===== config.mk =====
export PLATFORM = sky130hd
export DESIGN_NAME = sp_ram_req_ctrl_flat
export DESIGN_NICKNAME = d
export VERILOG_FILES = /design/src/rtl/sp_ram_req_ctrl_if.sv /design/src/rtl/sp_ram_req_ctrl.sv /design/src/flat_wrapper.sv
export SDC_FILE = /design/constraint.sdc
export NUM_CORES = 1
export LEC_CHECK = 0
export BUFFER_PORTS_ARGS = -buffer_cell sky130_fd_sc_hd__clkbuf_2
export CORE_MARGIN = 2
export CORE_UTILIZATION = 39
export CTS_BUF_LIST = sky130_fd_sc_hd__clkbuf_16
export CTS_CLUSTER_DIAMETER = 50
export DETAILED_ROUTE_END_ITERATION = 16
export PLACE_DENSITY_LB_ADDON = 0.3
export SYNTH_ARGS = -nofsm -noshare
export SYNTH_HDL_FRONTEND = slang
export SYNTH_SLANG_ARGS = --single-unit

===== constraint.sdc =====
create_clock -name clk -period 3.3 [get_ports clk]
set_clock_uncertainty 0.2 [all_clocks]
set_input_delay 0.825 -clock clk [delete_from_list [all_inputs] [get_ports clk]]
set_output_delay 0.825 -clock clk [all_outputs]
set_load 0.005 [all_outputs]

===== src/rtl/sp_ram_req_ctrl_if.sv =====
// Request/response handshake bundle between a client and sp_ram_req_ctrl.
// The master issues requests and consumes read responses; the slave is the controller.
interface sp_ram_req_ctrl_if #(
  parameter int ADR_BIT = 4,
  parameter int DAT_BIT = 32
);
  logic               req_valid;
  logic               req_ready;
  logic               req_we;
  logic [ADR_BIT-1:0] req_addr;
  logic [DAT_BIT-1:0] req_wdata;
  logic               rsp_valid;
  logic               rsp_ready;
  logic [DAT_BIT-1:0] rsp_rdata;

  modport master (
    output req_valid, req_we, req_addr, req_wdata, rsp_ready,
    input  req_ready, rsp_valid, rsp_rdata
  );

  modport slave (
    input  req_valid, req_we, req_addr, req_wdata, rsp_ready,
    output req_ready, rsp_valid, rsp_rdata
  );
endinterface


===== src/rtl/sp_ram_req_ctrl.sv =====
// Front-end for a single-port synchronous RAM: clears the RAM after reset, then maps a
// valid/ready read/write stream onto the RAM port with a 2-entry read response buffer.
module sp_ram_req_ctrl #(
  parameter int               ADR_BIT  = 4,
  parameter int               DAT_BIT  = 32,
  parameter bit               INIT_EN  = 1'b1,
  parameter logic [DAT_BIT-1:0] INIT_VAL = '0
) (
  input  logic               clk,
  input  logic               rst_n,
  sp_ram_req_ctrl_if.slave   bus,
  output logic               init_done,
  output logic               ram_en,
  output logic [ADR_BIT-1:0] ram_addr,
  output logic [DAT_BIT-1:0] ram_w_data,
  input  logic [DAT_BIT-1:0] ram_r_data
);

  typedef enum logic {ST_INIT, ST_RUN} state_t;

  localparam state_t             ST_RESET = INIT_EN ? ST_INIT : ST_RUN;
  localparam logic [ADR_BIT-1:0] LAST_ADR = '1;

  state_t             state;
  logic [ADR_BIT-1:0] init_cnt;

  logic [DAT_BIT-1:0] fifo_mem [2];
  logic               wr_ptr;
  logic               rd_ptr;
  logic [1:0]         fifo_cnt;
  logic               rd_inflight;

  logic               running;
  logic               pop;
  logic               accept;
  logic [2:0]         occupancy;

  // Combinational outputs are masked by rst_n so they show reset values while reset is held.
  assign running   = rst_n && (state == ST_RUN);
  assign init_done = (state == ST_RUN);

  assign bus.rsp_valid = (fifo_cnt != 2'd0);
  // NOTE: the two storage words are never reset; masking the head with rsp_valid is what
  // guarantees rsp_rdata reads 0 out of reset and whenever the buffer is empty.
  assign bus.rsp_rdata = bus.rsp_valid ? fifo_mem[rd_ptr] : '0;

  assign pop           = bus.rsp_valid && bus.rsp_ready;
  assign occupancy     = {1'b0, fifo_cnt} + {2'b00, rd_inflight} - {2'b00, pop};
  assign bus.req_ready = running && (occupancy < 3'd2);
  assign accept        = bus.req_valid && bus.req_ready;

  always_comb begin
    // NOTE: every output gets a default first so no path through this block infers a latch.
    ram_en     = 1'b0;
    ram_addr   = '0;
    ram_w_data = '0;
    if (rst_n && state == ST_INIT) begin
      ram_en     = 1'b1;
      ram_addr   = init_cnt;
      ram_w_data = INIT_VAL;
    end else if (running) begin
      ram_en     = accept && bus.req_we;
      ram_addr   = bus.req_addr;
      ram_w_data = bus.req_wdata;
    end
  end

  // NOTE: state registers use non-blocking assignments so every flop samples pre-edge values.
  always_ff @(posedge clk or negedge rst_n) begin
    if (!rst_n) begin
      state    <= ST_RESET;
      init_cnt <= '0;
    end else if (state == ST_INIT) begin
      init_cnt <= init_cnt + 1'b1;
      if (init_cnt == LAST_ADR) state <= ST_RUN;
    end
  end

  // A read accepted this cycle has its RAM data on ram_r_data next cycle, pushed then.
  always_ff @(posedge clk or negedge rst_n) begin
    if (!rst_n) begin
      rd_inflight <= 1'b0;
      wr_ptr      <= 1'b0;
      rd_ptr      <= 1'b0;
      fifo_cnt    <= 2'd0;
    end else begin
      rd_inflight <= accept && !bus.req_we;
      if (rd_inflight) wr_ptr <= ~wr_ptr;
      if (pop)         rd_ptr <= ~rd_ptr;
      fifo_cnt <= fifo_cnt + {1'b0, rd_inflight} - {1'b0, pop};
    end
  end

  always_ff @(posedge clk) begin
    if (rd_inflight) fifo_mem[wr_ptr] <= ram_r_data;
  end

endmodule


===== src/flat_wrapper.sv =====
// flat-port wrapper written by rule: the top's interface ports become plain ports
module sp_ram_req_ctrl_flat 
#(
  parameter int               ADR_BIT  = 4,
  parameter int               DAT_BIT  = 32,
  parameter bit               INIT_EN  = 1'b1,
  parameter logic [DAT_BIT-1:0] INIT_VAL = '0
)
  (clk, rst_n, init_done, ram_en, ram_addr, ram_w_data, ram_r_data, bus_req_valid, bus_req_we, bus_req_addr, bus_req_wdata, bus_rsp_ready, bus_req_ready, bus_rsp_valid, bus_rsp_rdata);
  sp_ram_req_ctrl_if #(.ADR_BIT(ADR_BIT), .DAT_BIT(DAT_BIT)) bus_i ();
  input  logic clk;
  input  logic rst_n;
  output logic init_done;
  output logic ram_en;
  output logic [ADR_BIT-1:0] ram_addr;
  output logic [DAT_BIT-1:0] ram_w_data;
  input  logic [DAT_BIT-1:0] ram_r_data;
  input wire logic [$bits(bus_i.req_valid)-1:0] bus_req_valid;
  input wire logic [$bits(bus_i.req_we)-1:0] bus_req_we;
  input wire logic [$bits(bus_i.req_addr)-1:0] bus_req_addr;
  input wire logic [$bits(bus_i.req_wdata)-1:0] bus_req_wdata;
  input wire logic [$bits(bus_i.rsp_ready)-1:0] bus_rsp_ready;
  output wire logic [$bits(bus_i.req_ready)-1:0] bus_req_ready;
  output wire logic [$bits(bus_i.rsp_valid)-1:0] bus_rsp_valid;
  output wire logic [$bits(bus_i.rsp_rdata)-1:0] bus_rsp_rdata;
  assign bus_i.req_valid = bus_req_valid;
  assign bus_i.req_we = bus_req_we;
  assign bus_i.req_addr = bus_req_addr;
  assign bus_i.req_wdata = bus_req_wdata;
  assign bus_i.rsp_ready = bus_rsp_ready;
  assign bus_req_ready = bus_i.req_ready;
  assign bus_rsp_valid = bus_i.rsp_valid;
  assign bus_rsp_rdata = bus_i.rsp_rdata;
  sp_ram_req_ctrl #(.ADR_BIT(ADR_BIT), .DAT_BIT(DAT_BIT), .INIT_EN(INIT_EN), .INIT_VAL(INIT_VAL)) u_core (.clk(clk), .rst_n(rst_n), .bus(bus_i), .init_done(init_done), .ram_en(ram_en), .ram_addr(ram_addr), .ram_w_data(ram_w_data), .ram_r_data(ram_r_data));
endmodule

* Word-level counts from Yosys, hierarchy flattened *
Memory sizes are Yosys's and may differ from the RTL's.
Index checks and enable logic that the tools add are counted.

word-level totals
  flip-flop bits (word level) = 10
  bits in writable memories = 64
  output and inout bits = 72
  logic and storage cells = 37
  memories = 1

operators by class
  add/subtract/negate cells = 5
  order comparisons = 1
  equality and inequality tests = 1
  mux-type cells = 11
  bitwise operators = 3
  reduce and logical (&&, ||, !) cells = 9

memory list
  memory           words  width  rd ports  clocked after memory_dff  wr ports  RTL line               text
  u_core.fifo_mem  2      32     1         0                         1         sp_ram_req_ctrl.sv:27  logic [DAT_BIT-1:0] fifo_mem [2];

operator list
  cell                                                count
  2-to-1 mux 32 bit                                   3
  2-to-1 mux 4 bit                                    2
  logical AND 1 bit                                   7
  2-to-1 mux 1 bit                                    6
  adder 4 x 1 -> 4 bit, second input constant         1
  == test 4 bit, second input constant                1
  adder 2 x 1 -> 3 bit                                1
  < comparator 3 x 2 -> 1 bit, second input constant  1
  NOT 1 bit                                           3
  subtractor 3 x 1 -> 3 bit                           1
  adder 2 x 1 -> 2 bit                                1
  nonzero test 2 bit                                  1
  subtractor 2 x 1 -> 2 bit                           1
  zero test 1 bit                                     1

* Logic depth before layout (Yosys ltp) *
Gate-level depths: netlist of run 1.

  depth in word-level cells = 9
  mapped depth = 8

* Worst setup path before layout of run 1 *
No wires, ideal clock.

  path kind = input to output
  start = input port bus_rsp_ready
  end = output port ram_en
  data arrival time = 2.274 ns
  data required time = 2.275 ns
  setup slack = 0.001 ns
  cell stages on the path = 8
  buffers on the path = 0
  cell sequence = o21ai_0 > inv_1 > ha_1 > inv_1 > ha_1 > fa_1 > nand4b_1 > o22ai_1

between the ends
  word-level cells in the longest chain between the ends = 8

ends and longest elaborated chain
  what                           RTL line               text
  from (decl)                    flat_wrapper.sv:22     input wire logic [$bits(bus_i.rsp_ready)-1:0] bus_rsp_ready;
  logical AND 1 bit              sp_ram_req_ctrl.sv:47  assign pop = bus.rsp_valid && bus.rsp_ready;
  named net u_core.pop           sp_ram_req_ctrl.sv:34  logic pop;
  subtractor 3 x 1 -> 3 bit      sp_ram_req_ctrl.sv:48  assign occupancy = {1'b0, fifo_cnt} + {2'b00, rd_inflight} - {2'b00, pop};
  named net u_core.occupancy[1]  sp_ram_req_ctrl.sv:36  logic [2:0] occupancy;
  < comparator 3 x 2 -> 1 bit    sp_ram_req_ctrl.sv:49  assign bus.req_ready = running && (occupancy < 3'd2);
  logical AND 1 bit              sp_ram_req_ctrl.sv:49
  logical AND 1 bit              sp_ram_req_ctrl.sv:50  assign accept = bus.req_valid && bus.req_ready;
  logical AND 1 bit              sp_ram_req_ctrl.sv:62  ram_en = accept && bus.req_we;
  2-to-1 mux 1 bit               sp_ram_req_ctrl.sv:61  end else if (running) begin
  2-to-1 mux 1 bit               sp_ram_req_ctrl.sv:57  if (rst_n && state == ST_INIT) begin
  to (decl)                      flat_wrapper.sv:14     output logic ram_en;

The timed path passes the listed nets, and every way through them passes these cells.

* Final worst setup path of run 1 *
Same ends and word-level chain as after synthesis.

==> results of run 1 <==
metal layers:
metal | GRT usage, % | share of wire (%)
met1 | 18.08 | 43
met2 | 24.76 | 51
met3 | 3.671 | 4.9
met4 | 5.435 | 1.0
met5 | 0 | 0
synth_stat cells:
cell	instances	area, sq um
dfrtp_1	10	250.2
nand4b_1	2	17.52
and3_1	32	200.2
a31o_2	1	8.760
ha_1	3	37.54
nor3_1	1	5.000
buf_6	4	45.04
o22ai_1	1	6.260
xnor2_1	5	43.79
nor2_1	37	138.9
buf_2	4	20.02
and2_1	1	6.260
xor2_1	1	8.760
nor4_2	1	12.51
clkbuf_1	5	18.77
buf_4	1	7.510
mux2i_1	36	360.4
edfxtp_1	64	1922
mux2_2	1	11.26
o21ai_0	1	5.000
inv_1	7	26.28
nand2_2	1	6.260
fa_1	1	20.02
nor2b_1	1	6.260
nand2b_1	2	12.51
final cells by class:
cell class,count,area share [%]
inverters,7,0.6490
repair buffers,155,18.26
clock buffers,9,5.079
flip-flops and latches,74,49.01
multi-input cells,128,21.78
well taps,105,2.963
clock inverters,7,2.257
flip-flops by register name (all words and copies together), names as in the netlist:
signal              count
u_core.fifo_cnt         2
u_core.rd_ptr           1
u_core.init_cnt         4
u_core.wr_ptr           1
u_core.rd_inflight      1
u_core.fifo_mem        64
u_core.init_done        1
worst max-delay path by stage:
| stage | startpoint | end | slack (ps) |
|---|---|---|---|
| 2_1_floorplan | bus_rsp_ready | ram_en | 1 |
| 3_3_place_gp | bus_rsp_ready | ram_en | -200 |
| 3_5_place_dp | bus_rsp_ready | ram_en | -260 |
| 4_1_cts | bus_rsp_ready | ram_en | -180 |
| 5_1_grt | bus_rsp_ready | ram_en | -200 |
| 6_report | bus_rsp_ready | ram_en | -140 |
cells in the final DEF (no fill, tap or decap), drive strengths merged:
cell,n
clkbuf,150
edfxtp,64
nor2,37
mux2i,36
and3,32
buf,14
dfrtp,10
inv,9
xnor2,5
ha,3
clkinv,3
nand2b,2
nand4b,2
bufinv,2
o21ai,1
nand2,1
nor3,1
nor4,1
and2,1
a31o,1
o22ai,1
nor2b,1
mux2,1
xor2,1
fa,1
through the flow:
step           hold WS [ps]  utilization [%]  setup TNS, ps  total power, mW
3_3_place_gp          292.6            49.88         -337.6            2.071
2_1_floorplan         255.5                -              0            1.714
4_1_cts               173.0            54.31         -322.9            3.181
5_1_grt               188.1            54.79         -353.4            3.370
6_report              185.1            54.79         -252.5            3.183
3_5_place_dp          323.5            49.88         -458.6            2.093
kinds of logic after synthesis:
group	count (synthesis)
simple gates	78
xor+xnor	6
fa+ha+maj	4
mux	37
compound gates	3
buf+inv	21
flops	74
power by group:
| group | total (mW) | internal (mW) | switching (mW) |
|---|---|---|---|
| logic | 1.01 | 0.486 | 0.522 |
| clock network | 1.04 | 0.668 | 0.370 |
| registers | 1.14 | 1.10 | 0.0376 |
timing repair:
item	CTS	global route
setup buffers	2	0
endpoints found under the setup margin	2	2
gates resized for setup	5	9
hold buffers	0	0
pin swaps	4	3
worst register-to-register path: cells and delay by family (launching register included):
kind	cells	cell delay (ps)
compound gates	1	180
fa+ha+maj	3	880
buf+inv	4	400
flops	1	430
simple gates	1	240
==> summary.txt, run 1 <==
Critical path
  • Crit end category: primary output
  • CP Buf/Inv Count: 4
  • Crit path depth: 10
  • Critical path's most frequent cell: ha_4
  • FF-to-FF Start: u_core.fifo_cnt[0]
  • R2r worst-path depth: 9
  • Family with the most delay on the worst path: adder cells
  • Worst setup SP type: input pin
  • Crit Path Class: input pin to primary output
  • Worst reg2reg endpoint: u_core.rd_inflight
  • Critical path's largest stage delay: 450 ps
  • Slowest-stage cell, CP: fa_1
  • CP Cell Sequence: buf_6 > o21ai_4 > inv_2 > ha_4 > inv_4 > ha_4 > fa_1 > nand4b_1 > o22ai_1 > buf_2
  • Crit Path Max Fanout: 2
  • R2R Setup Slk: 890 ps
  • Arrival @ worst endpoint: 2420 ps
  • CP required: 2270 ps

STA
  • Final Max Tran Viols: 0
  • Worst-Margin Slew: 967.4 ps
  • Setup WS post-layout: -142.1 ps
  • RSZ-0062 raised after global routing: true
  • Final Hold Fails: 0
  • Final worst path period share: 104.3%
  • Tmin final: 3442 ps
  • Max Fclk: 0.2905 GHz
  • Relative slew slack: 35.37%
  • Final Setup Violations: 2

Synthesis
  • Post-synthesis compound-gate area fraction: 0.6262%
  • Main combinational cell family by area after synthesis: simple AND/OR/NAND/NOR gates
  • Sequential element share of the synthesized area: 67.95%
  • Number of distinct library cells after synthesis: 25
  • Synth Warn #: 0
  • Mapped cell area: 0.003197 sq mm
  • Adder-Cell Fraction of Synth Area: 1.800%
  • Cells after synthesis: 223
  • Yosys reg bits: 74
  • Synth Net Count: 300
  • Synth Area in Simple Gates: 12.68%
  • Syn_area_per_cell: 14.34 sq um
  • Portion of netlist area occupied by mux cells: 11.62%
  • Post-synthesis xor/xnor area fraction: 1.644%

CTS
  • CTS Buffer Depth: 2
  • CTS Buf Count: 9
  • Number of clock sinks: 74
  • Root buffer cell: clkbuf_16
  • Clock Latency Late Sink: 320 ps
  • Reg clk slew, reported paths: 60 ps
  • H-tree depth: 3
  • TritonCTS clock tree: done

Routing
  • DRC Markers: 0
  • First-pass DRT Iterations: 4
  • DR vias/cell: 4.631
  • WL per Instance: 13.63 microns
  • Antenna viol nets, final: 0
  • DRT Wirelength: 6610 microns
  • 1st-iter DRT viols: 102
  • Via count: 2246

Layout
  • Non-Filler Instances: 485
  • Layout cell share with drive strength beyond 1: 48.68%
  • Multi-input logic area: 965.9 sq um
  • Storage element area: 0.002173 sq mm
  • Layout Nets: 452
  • Finished Cell Area: 0.004434 sq mm
  • FILL cells: 718
  • Layout area overhead: 38.71%
  • Diode count: 0

Die
  • DIE HEIGHT: 94.54 microns
  • Row Count: 33
  • Die Footprint: 0.008937 sq mm
  • Ports: 145
  • Initial Util: 39.50%
  • CORE AREA: 0.008093 sq mm
  • Die X-Extent: 94.54 microns

Power and ir drop
  • Maximum VDD drop: 0.4588 mV
  • Leakage Power: 2.123 nW
  • Power Dens Cells: 717.8 mW/mm^2

Global route
  • First-pass GRT wire length: 9998 microns
  • Grt total ovfl: 0
  • Total GRT Usage: 14.60%
  • Initial antenna violation count: 0
  • Largest net degree at the start of global routing: 36
  • Vias in the first global route: 2160

Placed design
  • Dpl hpwl: 4517 microns
  • Post-Place Worst Slack: -258.8 ps
  • Port Buffer Count: 144
  • Placed cells: 467
  • Final Wtd Congestion: 0.7715
  • Placed cell areas: 0.004036 sq mm

Hold path
  • Hold Path Class: input pin to asynchronous set/reset pin

Outcome
  • Status: finished, violations left
  • Failing checks: negative setup slack

Flow run
  • Max cap viols: 0
Power figures use the tool's default switching activity.
==> run 2: changes to the inputs <==
--- a/config.mk
+++ b/config.mk
@@ -11,7 +11,7 @@
 export CTS_BUF_LIST = sky130_fd_sc_hd__clkbuf_16
 export CTS_CLUSTER_DIAMETER = 50
 export DETAILED_ROUTE_END_ITERATION = 16
-export PLACE_DENSITY_LB_ADDON = 0.3
+export PLACE_DENSITY = 0.78
 export SYNTH_ARGS = -nofsm -noshare
 export SYNTH_HDL_FRONTEND = slang
 export SYNTH_SLANG_ARGS = --single-unit
==> summary.txt, run 2 (synthesis gave the netlist of run 1 again) <==
Outcome
  • Status: finished, violations left
  • Failing checks: negative setup slack

Routing
  • Antenna viol nets, final: 0
  • Via count: 2298
  • DR top layer: met4
  • DRT Wirelength: 6617 microns
  • M1 WL: 2601 microns
  • Metal2 WL: 3487 microns
  • First-pass DRT Iterations: 4
  • DR vias/cell: 4.748
  • WL per Instance: 13.67 microns
  • 1st-iter DRT viols: 78
  • Routed wl met3: 441 microns
  • DRC Markers: 0

Power and ir drop
  • Power Dens Cells: 712.8 mW/mm^2
  • Maximum VDD drop: 0.5031 mV
  • Leakage Power: 2.117 nW
  • Tot Pwr: 3.147 mW

Global route
  • Total GRT Usage: 14.91%
  • First-pass GRT wire length: 9942 microns
  • Grt total ovfl: 0
  • Vias in the first global route: 2202
  • Initial antenna violation count: 0
  • Largest net degree at the start of global routing: 34

Layout
  • Top Registers: u_core.fifo_mem (64), u_core.init_cnt (4), u_core.fifo_cnt (2)
  • Most common cell after layout, fill and taps aside: clkbuf_2
  • Largest register by flop count: u_core.fifo_mem
  • Layout cell share with drive strength beyond 1: 48.28%
  • Max FFs per register: 64
  • Layout Nets: 452
  • Layout area overhead: 38.12%
  • Commonest non-fill, non-tap cells in the layout: 142 x clkbuf_2, 64 x edfxtp_1, 36 x mux2i_1, 36 x nor2_1, 32 x and3_1
  • Final core occ: 54.56%
  • Non-Filler Instances: 484
  • Diode count: 0

Critical path
  • Family with the most delay on the worst path: adder cells
  • Crit Path Max Fanout: 3
  • Slowest-stage cell, CP: fa_2
  • Crit end category: primary output
  • CP Cell Sequence: buf_6 > o21ai_4 > inv_1 > ha_1 > inv_1 > ha_2 > fa_2 > nand4b_1 > o22ai_2 > clkbuf_2
  • Critical path's largest stage delay: 470 ps
  • Crit path depth: 10
  • CP Buf/Inv Count: 4
  • R2r worst-path depth: 10
  • Crit Path Class: input pin to primary output
  • Critical path's most frequent cell: inv_1
  • CP required: 2270 ps
  • Worst setup SP type: input pin
  • Arrival @ worst endpoint: 2480 ps

CTS
  • Number of clock sinks: 74
  • Reg clk slew, reported paths: 50 ps
  • Root buffer cell: clkbuf_16
  • CTS Buf Count: 9
  • CTS Buffer Depth: 2
  • TritonCTS clock tree: done
  • Clock Latency Late Sink: 320 ps
  • Hold Buf Count CTS: 0
  • H-tree depth: 3

Flow run
  • Max cap viols: 0

Placed design
  • Dpl hpwl: 4731 microns
  • Post-Place Worst Slack: -290.3 ps
  • Placed cells: 467
  • Final Wtd Congestion: 0.7707
  • Port Buffer Count: 144

Die
  • Die Footprint: 0.008937 sq mm
  • DIE HEIGHT: 94.54 microns
  • Die X-Extent: 94.54 microns
  • Row Count: 33
  • Ports: 145
  • Initial Util: 39.50%
  • CORE AREA: 0.008093 sq mm

STA
  • Tmin final: 3502 ps
  • Final Hold Fails: 0
  • Setup WS post-layout: -202.2 ps
  • Hold Slack: 142.1 ps
  • Max Fclk: 0.2855 GHz
  • Final worst path period share: 106.1%
  • Worst-Margin Slew: 948.2 ps
  • Final Max Tran Viols: 0
  • RSZ-0062 raised after global routing: true
  • Final Setup Violations: 2
  • Relative slew slack: 36.66%

Hold path
  • Hold Path Class: input pin to asynchronous set/reset pin
[run 2: area by class of cell]
type,count,area (sq um)
fillers,730,3677
flip-flops and latches,74,2173
multi-input cells,128,953.4
repair buffers,155,822.0
clock buffers,9,225.2
well taps,105,131.4
clock inverters,6,83.83
inverters,7,26.28
[run 2: per-stage QoR]
stage	TNS (ps)	cell area, sq um
after global placement	-239.3	4050
after detailed placement	-507.1	4050
final	-284.2	4415
after global routing	-425.6	4415
after CTS	-307.5	4395
after floorplan	0	3197
[run 2: metal layers]
layer / vias to the layer above / GRT usage (%)
li1: 1115 / -
met3: 11 / 4.469
met2: 91 / 26.55
met1: 1081 / 16.22
met5: - / 0
met4: 0 / 7.126
[run 2: timing repair]
action	4_1_cts	5_1_grt
endpoints found under the setup margin	2	2
gates resized for setup	6	4
setup buffers	2	0
pin swaps	4	2
[run 2: final timing paths]
path,from,end,slack [ps]
worst max-delay path,bus_rsp_ready,ram_en,-200
worst min-delay path,rst_n,u_core.fifo_cnt[0],140
worst max register to register,u_core.fifo_cnt[1],u_core.rd_inflight,850
worst min register to register,u_core.init_cnt[2],u_core.init_cnt[2],320
max in group asynchronous,rst_n,u_core.rd_ptr,2380
min in group clk,u_core.init_cnt[2],u_core.init_cnt[2],320
[run 2: power by group]
group	internal, mW	leakage (nW)	switching, mW
combinational	0.498	1.27	0.459
clock	0.652	0.149	0.342
sequential	1.10	0.701	0.0958
total	2.25	2.12	0.897
[run 2: worst register-to-register path, stage by stage (launching register included)]
cell	delay, ps
dfrtp_1	460
o21ai_4	170
inv_1	60
ha_1	270
inv_1	40
ha_2	170
fa_2	350
xnor2_2	180
buf_4	150
buf_4	120
nor4_2	190
==> run 3: changes to the inputs <==
--- a/config.mk
+++ b/config.mk
@@ -12,6 +12,7 @@
 export CTS_CLUSTER_DIAMETER = 50
 export DETAILED_ROUTE_END_ITERATION = 16
 export PLACE_DENSITY = 0.78
+export SKIP_CTS_REPAIR_TIMING = 1
 export SYNTH_ARGS = -nofsm -noshare
 export SYNTH_HDL_FRONTEND = slang
 export SYNTH_SLANG_ARGS = --single-unit
==> summary.txt, run 3 (synthesis gave the netlist of run 1 again) <==
CTS
  • Number of clock sinks: 74
  • TritonCTS clock tree: done
  • Root buffer cell: clkbuf_16
  • H-tree depth: 3
  • CTS Buf Count: 9
  • Reg clk slew, reported paths: 60 ps
  • Clock Latency Late Sink: 320 ps
  • CTS Buffer Depth: 2

STA
  • Relative slew slack: 36.57%
  • Max Fclk: 0.2857 GHz
  • RSZ-0062 raised after global routing: true
  • Final worst path period share: 106.1%
  • Tmin final: 3500 ps
  • Final Setup Violations: 2
  • Final Max Tran Viols: 0
  • Setup WS post-layout: -199.8 ps
  • Worst-Margin Slew: 949.4 ps
  • Final Hold Fails: 0

Global route
  • Initial antenna violation count: 0
  • Vias in the first global route: 2164
  • First-pass GRT wire length: 9742 microns
  • Total GRT Usage: 14.55%
  • Largest net degree at the start of global routing: 34
  • Grt total ovfl: 0

Critical path
  • Crit Path Max Fanout: 3
  • CP Cell Sequence: buf_6 > o21ai_2 > inv_1 > ha_1 > inv_1 > ha_2 > fa_2 > nand4b_1 > o22ai_1 > buf_2
  • Crit end category: primary output
  • R2r worst-path depth: 8
  • CP required: 2270 ps
  • Slowest-stage cell, CP: fa_2
  • FF-to-FF Start: u_core.fifo_cnt[1]
  • Crit Path Class: input pin to primary output
  • Critical path's most frequent cell: inv_1
  • Arrival @ worst endpoint: 2470 ps
  • Worst setup SP type: input pin
  • Worst reg2reg endpoint: u_core.rd_inflight
  • Critical path's largest stage delay: 470 ps
  • R2R Setup Slk: 940 ps

Layout
  • Final core occ: 54.39%
  • Layout area overhead: 37.69%
  • Storage element area: 0.002173 sq mm
  • Finished Cell Area: 0.004402 sq mm
  • Commonest non-fill, non-tap cells in the layout: 141 x clkbuf_2, 64 x edfxtp_1, 36 x mux2i_1, 36 x nor2_1, 32 x and3_1
  • Layout Nets: 452
  • Largest register by flop count: u_core.fifo_mem
  • Max FFs per register: 64
  • Top Registers: u_core.fifo_mem (64), u_core.init_cnt (4), u_core.fifo_cnt (2)
  • Layout cell share with drive strength beyond 1: 48.02%
  • Diode count: 0
  • FILL cells: 728
  • Most common cell after layout, fill and taps aside: clkbuf_2
  • Multi-input logic area: 939.7 sq um

Power and ir drop
  • Power Dens Cells: 712.6 mW/mm^2
  • P_sw: 0.8929 mW
  • Clock power share: 31.8%
  • Internal power consumption: 2.244 mW
  • Part of the power in registers: 38.0%
  • Net Sw Frac: 28.46%
  • Leakage Power: 2.114 nW
  • Combinational share of power: 30.2%
  • Maximum VDD drop: 0.5250 mV
  • Tot Pwr: 3.137 mW

Placed design
  • Post-Place Worst Slack: -290.3 ps
  • Placed cell areas: 0.004050 sq mm
  • Dpl hpwl: 4731 microns
  • Final Wtd Congestion: 0.7707
  • Port Buffer Count: 144

Routing
  • Routed wl met3: 437 microns
  • 1st-iter DRT viols: 65
  • DRT Wirelength: 6572 microns
  • Antenna viol nets, final: 0
  • M1 WL: 2634 microns
  • DRC Markers: 0
  • Metal2 WL: 3414 microns
  • First-pass DRT Iterations: 4
  • DR vias/cell: 4.725
  • Via count: 2287
  • WL per Instance: 13.58 microns
  • DR top layer: met4

Die
  • Initial Util: 39.50%
  • CORE AREA: 0.008093 sq mm
  • Row Count: 33
  • DIE HEIGHT: 94.54 microns
  • Die Footprint: 0.008937 sq mm
  • Die X-Extent: 94.54 microns
  • Ports: 145

Outcome
  • Failing checks: negative setup slack
  • Status: finished, violations left

Flow run
  • Max cap viols: 0

Hold path
  • Hold Path Class: input pin to asynchronous set/reset pin
-- run 3: cell types whose count changed in the layout (fill, tap and decap cells not counted) --
cell / change
buf_2: +1
clkbuf_2: -1
o21ai_2: +1
o21ai_4: -1
o22ai_1: +1
o22ai_2: -1
-- run 3: cell type report --
class / count / share of cell area [%]
multi-input combinational: 128 / 21.35
clock buffer: 9 / 5.117
clock inverter: 6 / 1.904
inverter: 7 / 0.5969
timing repair buffer: 155 / 18.68
sequential: 74 / 49.37
tap: 105 / 2.985
-- run 3: stage by stage --
stage / cells / hold slack, ps / TNS [ps]
floorplan: 223 / 255.5 / 0
global placement: 467 / 285.1 / -239.3
detailed placement: 467 / 316.1 / -507.1
CTS: 482 / 128.6 / -506.8
global route: 484 / 134.6 / -470.6
finish: 484 / 138.7 / -372.4
-- run 3: routing by layer --
| layer | global-route usage (%) | vias up |
|---|---|---|
| met3 | 4.469 | 11 |
| met1 | 15.94 | 1072 |
| met2 | 25.60 | 91 |
| met4 | 7.126 | 0 |
| met5 | 0 | - |
| li1 | - | 1113 |
-- run 3: how the worst max path moves through the flow --
stage | end | cells after the start | slack (ps) | start
2_1_floorplan | ram_en | 8 | 1 | bus_rsp_ready
3_3_place_gp | ram_en | 10 | -170 | bus_rsp_ready
3_5_place_dp | ram_en | 10 | -290 | bus_rsp_ready
4_1_cts | ram_en | 10 | -290 | bus_rsp_ready
5_1_grt | ram_en | 10 | -250 | bus_rsp_ready
6_report | ram_en | 10 | -200 | bus_rsp_ready
-- run 3: power groups by stage --
stage / sequential, mW / clock, mW / combinational, mW
after floorplan: 1.14 / 0 / 0.572
after global placement: 1.20 / 0 / 0.885
after detailed placement: 1.21 / 0 / 0.914
after CTS: 1.19 / 1.01 / 0.917
after global routing: 1.20 / 1.06 / 1.05
final: 1.19 / 0.998 / 0.946
-- run 3: worst max-delay path, delay by kind of cell --
family,cells,cell delay (ps)
adder cells (fa/ha/maj),3,930
AO/OA/AOI/OAI,2,170
AND/OR/NAND/NOR,1,190
buffers and inverters,4,350
